File: config.mk
export PLATFORM = sky130hd
export DESIGN_NAME = mem_line_ctrl_flat
export DESIGN_NICKNAME = d
export VERILOG_FILES = /design/src/rtl/mem_line_if.sv /design/src/rtl/mem_line_ctrl.sv /design/src/flat_wrapper.sv
export SDC_FILE = /design/constraint.sdc
export NUM_CORES = 1
export LEC_CHECK = 0
export ABC_AREA = 1
export BUFFER_PORTS_ARGS = -buffer_cell sky130_fd_sc_hd__buf_2
export CORE_AREA = 2 2 236 238
export CTS_CLUSTER_SIZE = 20
export DETAILED_ROUTE_END_ITERATION = 7
export DIE_AREA = 0 0 238 240
export HOLD_SLACK_MARGIN = 0.12
export PLACE_DENSITY_LB_ADDON = 0.05
export RECOVER_POWER = 50
export SKIP_CTS_REPAIR_TIMING = 1
export SLEW_MARGIN = 20
export SYNTH_ARGS = -nofsm -noshare
export SYNTH_HDL_FRONTEND = slang
export SYNTH_SLANG_ARGS = --single-unit
File: constraint.sdc
create_clock -name clk -period 10.8 [get_ports clk]
set_input_delay 1.08 -clock clk [delete_from_list [all_inputs] [get_ports clk]]
set_output_delay 1.08 -clock clk [all_outputs]
set_load 0.005 [all_outputs]
File: src/rtl/mem_line_if.sv
// Requester-side handshake between a cache miss/write-back path and the line
// controller: a held line request, the line data in both directions, and gnt.
interface mem_line_if #(
  parameter int ADDR_LEN      = 11,
  parameter int LINE_ADDR_LEN = 3
);
  localparam int LINE_SIZE = 1 << LINE_ADDR_LEN;

  logic                              rd_req;
  logic                              wr_req;
  logic [ADDR_LEN-LINE_ADDR_LEN-1:0] line_addr;
  logic [32*LINE_SIZE-1:0]           wr_line;
  logic [32*LINE_SIZE-1:0]           rd_line;
  logic                              gnt;

  modport master (
    output rd_req, wr_req, line_addr, wr_line,
    input  rd_line, gnt
  );

  modport slave (
    input  rd_req, wr_req, line_addr, wr_line,
    output rd_line, gnt
  );
endinterface

File: src/rtl/mem_line_ctrl.sv
// Line-granular memory controller: waits a fixed access latency, then moves one
// cache line word by word to/from a word-wide memory with a 1-cycle registered read.
module mem_line_ctrl #(
  parameter int ADDR_LEN      = 11,
  parameter int LINE_ADDR_LEN = 3,
  parameter int WAIT_CYCLES   = 4
) (
  input  logic                clk,
  input  logic                rst,
  mem_line_if.slave           bus,
  output logic [ADDR_LEN-1:0] mem_addr,
  output logic                mem_wr_req,
  output logic [31:0]         mem_wr_data,
  input  logic [31:0]         mem_rd_data
);

  localparam int LINE_SIZE = 1 << LINE_ADDR_LEN;
  localparam int LINE_W    = ADDR_LEN - LINE_ADDR_LEN;
  localparam int DATA_W    = 32 * LINE_SIZE;
  localparam int WAIT_W    = (WAIT_CYCLES > 1) ? $clog2(WAIT_CYCLES) : 1;

  localparam logic [WAIT_W-1:0]        WAIT_LAST = WAIT_W'((WAIT_CYCLES > 0) ? WAIT_CYCLES - 1 : 0);
  localparam logic [WAIT_W-1:0]        WAIT_ONE  = WAIT_W'(1);
  localparam logic [LINE_ADDR_LEN-1:0] WORD_ZERO = '0;
  localparam logic [LINE_ADDR_LEN-1:0] WORD_ONE  = LINE_ADDR_LEN'(1);
  localparam logic [LINE_ADDR_LEN-1:0] WORD_LAST = '1;

  typedef enum logic [2:0] {
    S_IDLE,
    S_WAIT,
    S_READ,
    S_WRITE,
    S_DONE
  } state_t;

  state_t                   state;
  logic                     op_wr_q;
  logic [WAIT_W-1:0]        wait_cnt;
  logic [LINE_ADDR_LEN-1:0] word_cnt;
  logic                     cap_pending;
  logic [DATA_W-1:0]        rd_line_q;
  logic                     gnt_q;
  logic [LINE_W-1:0]        line_q;
  logic [DATA_W-1:0]        line_buf;

  logic                     req;
  logic                     start_xfer;
  logic                     src_wr;
  logic [LINE_W-1:0]        src_line;
  logic [31:0]              src_word0;
  logic [LINE_ADDR_LEN-1:0] next_cnt;
  logic [LINE_ADDR_LEN-1:0] cap_idx;

  assign req = bus.rd_req | bus.wr_req;

  // A transfer starts straight from IDLE when there is no wait state, so the
  // first address/data word must come from the inputs rather than the latches.
  assign start_xfer = ((state == S_IDLE) && req && (WAIT_CYCLES == 0)) ||
                      ((state == S_WAIT) && (wait_cnt == WAIT_LAST));
  assign src_wr     = (state == S_IDLE) ? bus.wr_req       : op_wr_q;
  assign src_line   = (state == S_IDLE) ? bus.line_addr    : line_q;
  assign src_word0  = (state == S_IDLE) ? bus.wr_line[31:0] : line_buf[31:0];

  // word_cnt wraps inside the line, so addresses never carry into line_q.
  assign next_cnt = word_cnt + WORD_ONE;
  assign cap_idx  = word_cnt - WORD_ONE;

  assign bus.rd_line = rd_line_q;
  assign bus.gnt     = gnt_q;

  // NOTE: pure data latches carry no reset; they are always loaded in IDLE
  // before any state reads them, and resetting them would only cost routing.
  always_ff @(posedge clk) begin
    if (state == S_IDLE && req) begin
      line_q   <= bus.line_addr;
      line_buf <= bus.wr_line;
    end
  end

  always_ff @(posedge clk or posedge rst) begin
    if (rst) begin
      state       <= S_IDLE;
      op_wr_q     <= 1'b0;
      wait_cnt    <= '0;
      word_cnt    <= '0;
      cap_pending <= 1'b0;
      rd_line_q   <= '0;
      gnt_q       <= 1'b0;
      mem_addr    <= '0;
      mem_wr_req  <= 1'b0;
      mem_wr_data <= '0;
    end else begin
      case (state)
        S_IDLE: begin
          if (req) begin
            op_wr_q  <= bus.wr_req;
            wait_cnt <= '0;
            state    <= S_WAIT;
          end
        end
        S_WAIT: wait_cnt <= wait_cnt + WAIT_ONE;
        S_WRITE: begin
          if (word_cnt == WORD_LAST) begin
            mem_wr_req <= 1'b0;
            word_cnt   <= '0;
            gnt_q      <= 1'b1;
            state      <= S_DONE;
          end else begin
            word_cnt    <= next_cnt;
            mem_addr    <= {line_q, next_cnt};
            mem_wr_data <= line_buf[{next_cnt, 5'd0} +: 32];
          end
        end
        S_READ: begin
          // Read data trails the address by one cycle: capture word_cnt-1.
          if (cap_pending) rd_line_q[{cap_idx, 5'd0} +: 32] <= mem_rd_data;
          if (cap_pending && word_cnt == WORD_ZERO) begin
            cap_pending <= 1'b0;
            gnt_q       <= 1'b1;
            state       <= S_DONE;
          end else begin
            cap_pending <= 1'b1;
            word_cnt    <= next_cnt;
            if (word_cnt != WORD_LAST) mem_addr <= {line_q, next_cnt};
          end
        end
        S_DONE: begin
          gnt_q <= 1'b0;
          state <= S_IDLE;
        end
        default: state <= S_IDLE;
      endcase

      if (start_xfer) begin
        state       <= src_wr ? S_WRITE : S_READ;
        word_cnt    <= '0;
        cap_pending <= 1'b0;
        mem_addr    <= {src_line, WORD_ZERO};
        mem_wr_req  <= src_wr;
        mem_wr_data <= src_word0;
      end
    end
  end

endmodule

File: src/flat_wrapper.sv
// flat-port wrapper written by rule: the top's interface ports become plain ports
module mem_line_ctrl_flat 
#(
  parameter int ADDR_LEN      = 11,
  parameter int LINE_ADDR_LEN = 3,
  parameter int WAIT_CYCLES   = 4
)
  (clk, rst, mem_addr, mem_wr_req, mem_wr_data, mem_rd_data, bus_rd_req, bus_wr_req, bus_line_addr, bus_wr_line, bus_rd_line, bus_gnt);
  mem_line_if #(.ADDR_LEN(ADDR_LEN), .LINE_ADDR_LEN(LINE_ADDR_LEN)) bus_i ();
  input  logic clk;
  input  logic rst;
  output logic [ADDR_LEN-1:0] mem_addr;
  output logic mem_wr_req;
  output logic [31:0] mem_wr_data;
  input  logic [31:0] mem_rd_data;
  input wire logic [$bits(bus_i.rd_req)-1:0] bus_rd_req;
  input wire logic [$bits(bus_i.wr_req)-1:0] bus_wr_req;
  input wire logic [$bits(bus_i.line_addr)-1:0] bus_line_addr;
  input wire logic [$bits(bus_i.wr_line)-1:0] bus_wr_line;
  output wire logic [$bits(bus_i.rd_line)-1:0] bus_rd_line;
  output wire logic [$bits(bus_i.gnt)-1:0] bus_gnt;
  assign bus_i.rd_req = bus_rd_req;
  assign bus_i.wr_req = bus_wr_req;
  assign bus_i.line_addr = bus_line_addr;
  assign bus_i.wr_line = bus_wr_line;
  assign bus_rd_line = bus_i.rd_line;
  assign bus_gnt = bus_i.gnt;
  mem_line_ctrl #(.ADDR_LEN(ADDR_LEN), .LINE_ADDR_LEN(LINE_ADDR_LEN), .WAIT_CYCLES(WAIT_CYCLES)) u_core (.clk(clk), .rst(rst), .bus(bus_i), .mem_addr(mem_addr), .mem_wr_req(mem_wr_req), .mem_wr_data(mem_wr_data), .mem_rd_data(mem_rd_data));
endmodule
-- Yosys cells after proc, flatten, opt, wreduce, memory -nomap -nowiden
Index checks and enable logic that the tools add are counted.
- word-level logic and storage cells: 91
- bits in read-only memories: 0
- bits of input ports: 300
- latch bits: 0
- flip-flop bits (word level): 575
- RAM bits: 0
- memories: 0
- output and inout port bits: 301
- shifts and indexed selects: 3
- muxes and demuxes: 33
- add/sub/neg operators: 4
- bitwise operators: 1
- order comparisons: 0
- divide/modulo/power cells: 0
- multiply operators: 0
- reduce and logical (&&, ||, !) cells: 20
- equality and inequality tests: 18
- operators by type and width (cell ; number):
    $bwmux 256 ; 1
    $shift 32x10->256 const A ; 1
    $shiftx 256x9->32 ; 1
    $shiftx 32x10->256 ; 1
    $mux 32 ; 4
    $mux 11 ; 4
    $pmux 11 s2 ; 1
    $mux 3 ; 7
    $ne 3x1->1 const B ; 4
    $pmux 3 s4 ; 1
    $reduce_and 2->1 ; 6
    $mux 1 ; 10
    $ne 2x1->1 const B ; 5
    $neg 8->10 ; 1
    $mux 8 ; 1
    $reduce_and 4->1 ; 2
    $reduce_bool 2->1 ; 4
    $eq 3x2->1 const B ; 2
    $eq 3x3->1 const B ; 2
    $logic_not 3->1 ; 2
    $ne 3x2->1 const B ; 2
    $pmux 3 s2 ; 1
    $reduce_bool 3->1 ; 2
    $pmux 2 s2 ; 1
    11 further kinds ; 13

-- Depth between registers and ports, before layout
- depth after elaboration: 5
- depth in mapped cells: 13
- gate-level depth less buffers: 10

-- Worst setup path before layout
No wires, ideal clock.
- kind: input port to flip-flop
- start: in bus_wr_req
- end: reg u_core.op_wr_q
- slack: 3.874 ns
- cell stages on the path: 3
- arrival time: 6.533 ns
- setup time: 0.393 ns
- path buffers: 0
- cell sequence: o21ai_0 > inv_1 > o21ai_0
- word-level cells in the longest chain between the ends: 2
- ends and longest elaborated chain (element ; RTL line ; source):
    start, declared ; flat_wrapper.sv:17 ; input wire logic [$bits(bus_i.wr_req)-1:0] bus_wr_req;
    $or 1x1->1 ; mem_line_ctrl.sv:54 ; assign req = bus.rd_req | bus.wr_req;
    $reduce_and 2->1 (no line) ; n/a ;
    end signal, assigned ; mem_line_ctrl.sv:96 ; op_wr_q <= bus.wr_req;
    end, declared ; mem_line_ctrl.sv:37 ; logic op_wr_q;
Parallel ways exist; a longest one is shown, timed or not.
A chain may end at the register's enable or synchronous reset.

-- Worst setup path after layout
- start: reg u_core.word_cnt[0]
- end: reg u_core.rd_line_q[219] (netlist: u_core.bus.rd_line[219])
- word-level cells in the longest chain between the ends: 4
- elaborated cells on any way between the ends: 5
- those cells by class: add/sub (2); shift (2); mux (1)
- ends and longest elaborated chain (element ; RTL line ; source):
    start, declared ; mem_line_ctrl.sv:39 ; logic [LINE_ADDR_LEN-1:0] word_cnt;
    start signal, assigned ; mem_line_ctrl.sv:109 ; word_cnt <= next_cnt;
    start signal, assigned ; mem_line_ctrl.sv:123 ; word_cnt <= next_cnt;
    $sub 3x1->3 (*) ; mem_line_ctrl.sv:66 ; assign cap_idx = word_cnt - WORD_ONE;
    $neg 8->10 (*) ; mem_line_ctrl.sv:116 ; if (cap_pending) rd_line_q[{cap_idx, 5'd0} +: 32] <= mem_rd_data;
    $shiftx 32x10->256 or $shift 32x10->256 (tied branches) ; mem_line_ctrl.sv:116 ;
    $bwmux 256 (*) ; mem_line_ctrl.sv:116 ;
    end signal, assigned by index ; mem_line_ctrl.sv:116 ;
    end, declared ; mem_line_ctrl.sv:41 ; logic [DATA_W-1:0] rd_line_q;
Every way passes the cells marked *; elsewhere a longest branch is shown, timed or not.

==> run summary <==
I/O pin cnt: 601
Final Hold Viols: 0
Yosys cell types: 32
Vias in the first global route: 17.4k
Die Y: 240 um
Worst-margin pin slew: 3.97 ns
Clk_lat worst skew: 0.62 ns
Total grt overflow: 0
DP Wirelength: 50,600 um
Failing checks: max-capacitance violations, max-slew violations
YS warnings: 0
Cell count after synthesis: 2,416
Core area: 0.0547 mm^2
Hold Crit Class: register to register
CP top delay family: flip-flops
Syn nets: 2,726
Combinational Power Share: 34.1%
Mean post-synth cell area: 9.93 um^2
Fin. max-slew vios: 165
Post-synthesis sequential element count: 575
CTS root buffer: clkbuf_16
Critical Path Fanout Max: 86
Via count: 18.2k
Most common flop cell mapped by yosys: dfrtp_1
Count of final setup violators: 0
Post-Layout Cell Count: 3,740
Startpoint Class: register
Period utilisation layout: 61.1%
Most frequent CP cell: ha_1
NetSw: 3050 uW
Worst path bufs/invs: 2
Setup TNS: 0 ns
Most common cell after layout, fill and taps aside: nand2_1
Cell Pwr Density: 280 mW/mm^2
Synth area leaders: edfxtp_1 (33%), dfrtp_1 (32%), nand2_1 (13%)
Final WL: 72,100 um
CP peak stage delay: 2.39 ns
Full die area: 0.0571 mm^2
CP Data Required Time: 11.28 ns
EDFF count, synth: 264
Switching share of total power: 37.3%
Tot GR Track Use: 24.9%
Nets: 3,281
RSZ-0062 raised after global routing: no
Placement Setup Slack: 6.52 ns
Yosys top cell by area: edfxtp_1
Max-Cap Viols: 2
Clock Skews: 0.0258 ns
Mapped cell area: 0.0240 mm^2
Vias per cell: 4.86
Most frequent cells in the layout: nand2_1 (820), buf_2 (472), dfrtp_1 (311)
Top-area cell type share of the netlist area: 33.0%
Internal: 5140 uW
WP data arrival: 7.08 ns
Fmax: 152 MHz
Number of CTS-inserted buffers: 59
Initial antenna violation count: 26
Worst-path cell chain: clkinvlp_2 -> ha_1 -> xnor2_2 -> ha_1 -> inv_2 -> nand4_4 -> o21ai_1
Clk network pwr share: 24.8%
Hold Startpoint: u_core.bus.rd_line[101]
CTS max path bufs: 3
ANT nets after route: 0
Worst VDD drop: 196 uV
Synth-to-Final Area Change: 21.7%
Status: complete, but fails checks
P_leak: 0.0139 uW
CTS clk-pin slew, worst paths: 0.06 ns
FP Rows: 86
Flop pwr share: 41.1%
Min cycle time layout: 6.60 ns
Hold slack: 0.475 ns
Max stage delay cell, worst path: dfrtp_1
Critical path class: register to register
Drt first pass iters: 5
Reg-to-reg startpoint: u_core.word_cnt[0]
H-Tree Depth: 2
Placed Instances: 3,613
First-pass GRT wire length: 107,000 um
Residual DRC: 0
Chip width: 238 um
Setup crit end kind: register
FFs w/ async S/R, synth: 54.1%
I/O Buffers: 600
DR iter-0 viols: 1,305
Gp weighted congestion: 0.828
Per-cell routed wire length: 19.3 um
CTS tree: yes
Setup crit start: u_core.word_cnt[0]
Final WS setup: 4.20 ns
Register area share after synthesis: 65.5%
CTS Sinks: 575
Share of cells above drive strength 1: 23.5%
Initial Util: 43.9%
Max-slew headroom: -166%
Largest net degree at the start of global routing: 162
-- cells by family (layout without fill, tap and decap cells) --
logic type	Yosys count	after routing	share of synthesized area [%]
simple gates	1144	1144	20.0
fa+ha+maj	10	10	0.521
other cells	0	15	0
flops	575	575	65.5
buf+inv	384	989	6.81
compound gates	302	302	7.12
xor+xnor	1	1	0.0678
-- Yosys cell counts, types with 3 or more instances --
cell type and number:
ha_1 10, or2_2 47, o21ai_2 51, nand4_4 6, or2_1 7, o21ai_1 207, nand3_1 132, nor2_4 3
nor2_2 4, buf_6 9, buf_1 3, dfrtp_1 311, clkbuf_1 36, inv_1 257, buf_4 14, buf_2 58
nand2_1 821, inv_2 6, o21ai_0 40, nor2_1 115, edfxtp_1 264
-- state kept, by name (all words and copies together), names as in the netlist --
signal              flops
u_core.bus.rd_line    256
u_core.line_buf       256
u_core.mem_wr_data     32
u_core.mem_addr        11
u_core.line_q           8
u_core.state            3
u_core.word_cnt         3
u_core.wait_cnt         2
u_core.bus.gnt          1
u_core.cap_pending      1
u_core.mem_wr_req       1
u_core.op_wr_q          1
-- tightest hold or removal path, cell delays in order, from the launching register on --
cell and delay, ns:
dfrtp_1 0.34, nand2_1 0.06, o21ai_2 0.05
-- area by class of cell --
class	count	area (um^2)
repair buffers	615	2990
flip-flops and latches	575	15700
clock inverters	27	233
clock buffers	84	1690
well taps	704	881
inverters	263	997
multi-input cells	1457	6680
fillers	5055	25400
diodes	15	37.5
-- routing by layer --
layer | wire, um | GRT usage, % | up-vias
li1 | - | - | 8871
met1 | 29400 | 32.2 | 8619
met2 | 34900 | 40.6 | 566
met3 | 5870 | 6.87 | 114
met4 | 1850 | 8.41 | 14
met5 | 82 | 0 | -
-- per-stage QoR --
stage          total power, uW  util, %  area [um^2]
6_report                  8190     53.4        29200
2_1_floorplan             5220        -        24000
5_1_grt                   8760     53.4        29200
4_1_cts                   8300     53.6        29300
3_3_place_gp              6190     50.1        27400
3_5_place_dp              6250     50.1        27400
-- path summary, 6_finish.rpt --
path                                            to  slack (ns)  cells after the start
max                        u_core.bus.rd_line[219]        4.20                      7
min                        u_core.bus.rd_line[101]        0.47                      2
max reg2reg                u_core.bus.rd_line[219]        4.20                      7
min reg2reg                u_core.bus.rd_line[101]        0.47                      2
max in group asynchronous   u_core.bus.rd_line[51]        6.89                      3
min in group asynchronous    u_core.mem_wr_data[8]        1.66                      2
-- power groups by stage --
stage	Sequential [uW]	Combinational, uW	Clock (uW)
floorplan	3440	1780	0
CTS	3370	2850	2080
detailed placement	3410	2850	0
global route	3440	3150	2170
finish	3360	2790	2030
global placement	3390	2800	0
Note: power is estimated with default switching activity, not from simulation.
